## config.mk

```make
export PLATFORM = sky130hd
export DESIGN_NAME = heu_multipass_ctrl_flat
export DESIGN_NICKNAME = d
export VERILOG_FILES = /design/src/rtl/heu_multipass_ctrl_if.sv /design/src/rtl/heu_multipass_ctrl.sv /design/src/flat_wrapper.sv
export SDC_FILE = /design/constraint.sdc
export NUM_CORES = 1
export LEC_CHECK = 0
export ABC_AREA = 1
export BUFFER_PORTS_ARGS = -buffer_cell sky130_fd_sc_hd__buf_4
export CAP_MARGIN = 10
export CORE_ASPECT_RATIO = 0.75
export CORE_MARGIN = 2
export CORE_UTILIZATION = 23
export CTS_CLUSTER_DIAMETER = 150
export DETAILED_ROUTE_END_ITERATION = 8
export SLEW_MARGIN = 5
export SYNTH_ARGS = -nofsm -noshare
export SYNTH_HDL_FRONTEND = slang
export SYNTH_SLANG_ARGS = --single-unit
```

## constraint.sdc

```tcl
create_clock -name clk -period 1.65 [get_ports clk]
set_input_delay 0.165 -clock clk [delete_from_list [all_inputs] [get_ports clk]]
set_output_delay 0.165 -clock clk [all_outputs]
set_load 0.1 [all_outputs]
```

## src/rtl/heu_multipass_ctrl_if.sv

```systemverilog
// rtl/heu_multipass_ctrl_if.sv - control/handshake bundle for the multipass heuristic sequencer
`timescale 1ns/1ps

interface heu_multipass_ctrl_if #(
    parameter int N_PASSES = 1
);
    localparam int PASS_W = (N_PASSES > 1) ? $clog2(N_PASSES) : 1;

    logic              prev_out_ready;
    logic              next_in_ready;
    logic              sum_ready;
    logic              bypass;
    logic              flush;
    logic              in_ready;
    logic              write_in;
    logic              zero_cnts;
    logic              rotate_in;
    logic              enable_calc;
    logic              sum_go;
    logic              pass_done;
    logic              shift_out;
    logic              out_ready;
    logic              busy;
    logic [PASS_W-1:0] pass_idx;

    modport master (
        input  prev_out_ready, next_in_ready, sum_ready, bypass, flush,
        output in_ready, write_in, zero_cnts, rotate_in, enable_calc,
               sum_go, pass_done, shift_out, out_ready, busy, pass_idx
    );

    modport slave (
        output prev_out_ready, next_in_ready, sum_ready, bypass, flush,
        input  in_ready, write_in, zero_cnts, rotate_in, enable_calc,
               sum_go, pass_done, shift_out, out_ready, busy, pass_idx
    );
endinterface

```

## src/rtl/heu_multipass_ctrl.sv

```systemverilog
// rtl/heu_multipass_ctrl.sv - multi-pass calc/sum/move sequencer with bypass and sync flush
`timescale 1ns/1ps

module heu_multipass_ctrl #(
    parameter int N_ELEM   = 80,
    parameter int N_PASSES = 1
) (
    input  logic                 clk,
    input  logic                 rst_n,
    heu_multipass_ctrl_if.master bus
);
    localparam int CNT_W  = $clog2(N_ELEM + 1);
    localparam int PASS_W = (N_PASSES > 1) ? $clog2(N_PASSES) : 1;

    localparam logic [CNT_W-1:0]  CNT_LAST  = CNT_W'(N_ELEM);
    localparam logic [PASS_W-1:0] PASS_LAST = PASS_W'(N_PASSES - 1);

    typedef enum logic [2:0] {
        S_IDLE,
        S_CALC,
        S_SUM,
        S_MOVE,
        S_HOLD
    } state_t;

    state_t            state;
    logic [CNT_W-1:0]  cnt;
    logic [PASS_W-1:0] pass;
    logic              bypass_q;

    logic cnt_done;
    logic pass_final;

    assign cnt_done   = (cnt == CNT_LAST);
    assign pass_final = (pass == PASS_LAST);

    always_ff @(posedge clk or negedge rst_n) begin
        if (!rst_n) begin
            state    <= S_IDLE;
            cnt      <= '0;
            pass     <= '0;
            bypass_q <= 1'b0;
        end else if (bus.flush) begin
            state    <= S_IDLE;
            cnt      <= '0;
            pass     <= '0;
            bypass_q <= 1'b0;
        end else begin
            case (state)
                S_IDLE: begin
                    if (bus.prev_out_ready) begin
                        cnt      <= '0;
                        pass     <= '0;
                        bypass_q <= bus.bypass;
                        state    <= bus.bypass ? S_MOVE : S_CALC;
                    end
                end
                S_CALC: begin
                    if (!cnt_done) begin
                        cnt <= cnt + 1'b1;
                    end else begin
                        state <= S_SUM;
                    end
                end
                S_SUM: begin
                    if (bus.sum_ready) begin
                        cnt <= '0;
                        if (!pass_final) begin
                            pass  <= pass + 1'b1;
                            state <= S_CALC;
                        end else begin
                            state <= S_MOVE;
                        end
                    end
                end
                S_MOVE: begin
                    if (!cnt_done) begin
                        cnt <= cnt + 1'b1;
                    end else begin
                        state <= bus.next_in_ready ? S_IDLE : S_HOLD;
                    end
                end
                S_HOLD: begin
                    if (bus.next_in_ready) begin
                        state <= S_IDLE;
                    end
                end
                default: state <= S_IDLE;
            endcase
        end
    end

    // Strobes decode from state/cnt; accept and out_ready must react in the same cycle.
    always_comb begin
        bus.in_ready    = (state == S_IDLE);
        bus.busy        = (state != S_IDLE);
        bus.pass_idx    = pass;
        bus.write_in    = 1'b0;
        bus.zero_cnts   = 1'b0;
        bus.rotate_in   = 1'b0;
        bus.enable_calc = 1'b0;
        bus.sum_go      = 1'b0;
        bus.pass_done   = 1'b0;
        bus.shift_out   = 1'b0;
        bus.out_ready   = 1'b0;
        if (!bus.flush) begin
            case (state)
                S_IDLE: begin
                    bus.write_in  = bus.prev_out_ready;
                    bus.zero_cnts = bus.prev_out_ready;
                end
                S_CALC: begin
                    bus.rotate_in   = !cnt_done && !bypass_q;
                    bus.enable_calc = !cnt_done && !bypass_q;
                    bus.sum_go      = cnt_done && !bypass_q;
                end
                S_SUM: begin
                    bus.pass_done = bus.sum_ready && !pass_final && !bypass_q;
                end
                S_MOVE: begin
                    bus.rotate_in = !cnt_done;
                    bus.shift_out = !cnt_done;
                    bus.out_ready = cnt_done;
                end
                S_HOLD: begin
                    bus.out_ready = 1'b1;
                end
                default: ;
            endcase
        end
    end
endmodule

```

## src/flat_wrapper.sv

```systemverilog
// flat-port wrapper written by rule: the top's interface ports become plain ports
module heu_multipass_ctrl_flat 
#(
    parameter int N_ELEM   = 80,
    parameter int N_PASSES = 1
)
  (clk, rst_n, bus_prev_out_ready, bus_next_in_ready, bus_sum_ready, bus_bypass, bus_flush, bus_in_ready, bus_write_in, bus_zero_cnts, bus_rotate_in, bus_enable_calc, bus_sum_go, bus_pass_done, bus_shift_out, bus_out_ready, bus_busy, bus_pass_idx);
  heu_multipass_ctrl_if #(.N_PASSES(N_PASSES)) bus_i ();
  input  logic clk;
  input  logic rst_n;
  input wire logic [$bits(bus_i.prev_out_ready)-1:0] bus_prev_out_ready;
  input wire logic [$bits(bus_i.next_in_ready)-1:0] bus_next_in_ready;
  input wire logic [$bits(bus_i.sum_ready)-1:0] bus_sum_ready;
  input wire logic [$bits(bus_i.bypass)-1:0] bus_bypass;
  input wire logic [$bits(bus_i.flush)-1:0] bus_flush;
  output wire logic [$bits(bus_i.in_ready)-1:0] bus_in_ready;
  output wire logic [$bits(bus_i.write_in)-1:0] bus_write_in;
  output wire logic [$bits(bus_i.zero_cnts)-1:0] bus_zero_cnts;
  output wire logic [$bits(bus_i.rotate_in)-1:0] bus_rotate_in;
  output wire logic [$bits(bus_i.enable_calc)-1:0] bus_enable_calc;
  output wire logic [$bits(bus_i.sum_go)-1:0] bus_sum_go;
  output wire logic [$bits(bus_i.pass_done)-1:0] bus_pass_done;
  output wire logic [$bits(bus_i.shift_out)-1:0] bus_shift_out;
  output wire logic [$bits(bus_i.out_ready)-1:0] bus_out_ready;
  output wire logic [$bits(bus_i.busy)-1:0] bus_busy;
  output wire logic [$bits(bus_i.pass_idx)-1:0] bus_pass_idx;
  assign bus_i.prev_out_ready = bus_prev_out_ready;
  assign bus_i.next_in_ready = bus_next_in_ready;
  assign bus_i.sum_ready = bus_sum_ready;
  assign bus_i.bypass = bus_bypass;
  assign bus_i.flush = bus_flush;
  assign bus_in_ready = bus_i.in_ready;
  assign bus_write_in = bus_i.write_in;
  assign bus_zero_cnts = bus_i.zero_cnts;
  assign bus_rotate_in = bus_i.rotate_in;
  assign bus_enable_calc = bus_i.enable_calc;
  assign bus_sum_go = bus_i.sum_go;
  assign bus_pass_done = bus_i.pass_done;
  assign bus_shift_out = bus_i.shift_out;
  assign bus_out_ready = bus_i.out_ready;
  assign bus_busy = bus_i.busy;
  assign bus_pass_idx = bus_i.pass_idx;
  heu_multipass_ctrl #(.N_ELEM(N_ELEM), .N_PASSES(N_PASSES)) u_core (.clk(clk), .rst_n(rst_n), .bus(bus_i));
endmodule
```

==> flow_summary.json <==
{
  "run_status": "finished, violations left",
  "violations": "setup timing",
  "ant_nets": 0,
  "yosys-top-cells-count": "nand2_1 (36), inv_1 (15), nor2_1 (13)",
  "grt_max_degree": 12,
  "synth-xor-area-share": 0.009943,
  "core_area_um2": 3661,
  "ys_ff_latch": 11,
  "grt_pass1_vias": 817,
  "yosysMostFrequentCell": "nand2_1",
  "dp_hpwl_um": 1677,
  "vias_per_cell": 4.367,
  "io_buffers": 15,
  "clk_latency_ns": 0.24,
  "cp_max_fo": 3,
  "required_ns": 1.48,
  "crit_type": "reg2out",
  "yosys.area_share.simple": 0.4730,
  "io_pins": 18,
  "path_cells": "inv_2 > ha_4 > nand2_2 > inv_2 > nand3_4 > buf_12 > nor4_4 > buf_6",
  "cts_buffers": 3,
  "start_util": 0.2406,
  "yosysTopAreaCellShare": 0.3125,
  "worst_slack_ns": -0.1171,
  "wl_per_cell_um": 11.85,
  "die_w_um": 75.46,
  "crit_buf_inv": 4,
  "dpl-instance-area_um2": 1171,
  "grtUsageTotal": 0.1303,
  "design_area_um2": 1468,
  "synth_adder_area_share": 0.02841,
  "synthMuxAreaShare": 0,
  "crit_slowest_cell": "dfrtp_1",
  "post-route-period-util": 1.071,
  "final_core_util": 0.4009,
  "finalSetupViolCount": 5,
  "yosys_warnings": 0,
  "first_iter_violations": 45,
  "grt_remaining_overflow": 0,
  "cts_tree": "done",
  "rsz0062_at_grt": "yes",
  "drive_gt1_frac": 0.4458,
  "die_h_um": 57.60,
  "vias": 952,
  "clock_path_buffers": 2,
  "drc": 0,
  "dieArea_um2": 4346,
  "synthCells": 128,
  "max_clock_freq_ghz": 0.5659,
  "drv_cap": 0,
  "place.gp.congestion": 0.8861,
  "yosysSeqAreaShare": 0.3125,
  "synth_edf_count": 0,
  "rows": 19,
  "synth_top_family_by_area": "simple AND/OR/NAND/NOR gates",
  "async_flop_share": 1.000,
  "dpl_worst_slack_ns": 0.06576,
  "ctsHtreeMaxLevel": 1,
  "synth-compound-area-share": 0.03409,
  "path_clk_slew_ns": 0.06,
  "area_delta_synth_final_pct": 66.62,
  "cts.sinks": 11,
  "nets": 176,
  "path_delay_family": "buffers and inverters",
  "antenna_found_initial": 0,
  "power_leakage_uw": 0.0007283,
  "synth_cell_types": 29,
  "p_per_area_nw_per_um2": 1489,
  "vdd_drop_max_mv": 0.7354,
  "grt_pass1_wl_um": 4188,
  "syn-mean-instance-area_um2": 6.882,
  "endpoint_kind": "output port",
  "synth_area_um2": 880.8,
  "n_antenna_cell": 0,
  "arrival_ns": 1.60,
  "clockRootBuffer": "clkbuf_8",
  "cp-start-kind": "flop",
  "ys.flop_type": "dfrtp_1",
  "synth.area.top_cells": "dfrtp_1 (31%), nand2_1 (15%), nand3_1 (6.8%)",
  "nFillCells": 373,
  "drv_slew": 0,
  "routed_wl_um": 2584,
  "fin_worst_skew_ns": 0.007777,
  "firstDrtPassIters": 4,
  "hold_viol_final": 0,
  "min_path_type": "in2reg",
  "fin_crit_ns": 1.767,
  "crit_top_cell": "inv_2",
  "yosysTopAreaCell": "dfrtp_1",
  "slowest_delay_ns": 0.38
}
## cells by family (layout without fill, tap and decap cells)
logic type,after synthesis,after routing
and+or+nand+nor,83,83
buffers and inverters,24,61
DFF,11,11
AOI/OAI and AO/OA,6,6
adders and majority gates,2,2
other,1,2
xor gates and xnor gates,1,1
## metal layers
layer,up-vias,part of all wire,global-route usage
met2,26,0.46,0.1789
met3,6,0.052,0.04594
li1,487,-,-
met1,433,0.47,0.1920
met5,-,0,0
met4,0,0.023,0.03509
## worst register-to-register path: cells and delay by family, from the launching register on
kind,cells,cell delay [ns]
simple gates,4,0.34
buf+inv,7,0.80
flops,1,0.35
## metrics by stage
step                      cells  hold slack (ns)  total power [µW]  setup TNS (ns)
after floorplan             129          -0.1306              1353          -1.400
after global placement      198          0.01366              1539               0
after detailed placement    198          0.01517              1539               0
after CTS                   215           0.2124              2104         -0.2984
after global routing        218           0.2390              2306         -0.7884
final                       218           0.2123              2186         -0.3858
## layout by cell type (no fill, tap or decap), drive strengths merged, types with 2 or more instances in the layout
| master | count |
|---|---|
| ha | 2 |
| conb | 2 |
| clkbuf | 4 |
| or2 | 2 |
| nand2 | 39 |
| nand3 | 14 |
| nand4 | 7 |
| inv | 18 |
| dfrtp | 11 |
| a21oi | 2 |
| nor3 | 2 |
| buf | 37 |
| nor2 | 16 |
| o21ai | 4 |
## report_power, final
group	internal [µW]	leakage (µW)	switching, µW
Sequential	318	0.000146	75.4
Combinational	553	0.000559	959
Clock	170	0.0000228	111
Total	1040	0.000728	1150
## registers in the layout, indices dropped and copies added, names as in the netlist
signal	flops
u_core.cnt	7
u_core.state	3
u_core.bypass_q	1
## path summary, 6_finish.rpt
path	from	endpoint	slack, ns	cells after the start
max	u_core.cnt[0]	bus_sum_go	-0.12	8
min	bus_bypass	u_core.bypass_q	0.21	3
max reg2reg	u_core.cnt[0]	u_core.cnt[3]	0.11	11
min reg2reg	u_core.cnt[4]	u_core.cnt[4]	0.54	2
max in group asynchronous	rst_n	u_core.state[0]	1.17	2
min in group asynchronous	rst_n	u_core.bypass_q	0.29	2
## cell type report
type	count	area (µm²)	area share
Tap cell	52	65.06	0.04433
Multi-Input combinational cell	94	618.1	0.4211
Inverter	19	80.08	0.05456
Timing Repair Buffer	38	381.6	0.2600
Clock buffer	4	45.04	0.03069
Sequential cell	11	277.8	0.1893
## timing repair
item,CTS,global route
endpoints found under the hold margin,11,0
setup endpoints to repair,7,8
hold buffers,1,0
buffers inserted,12,5
gates resized for setup,31,6
pin swaps,7,5
Note: power is estimated with default switching activity, not from simulation.
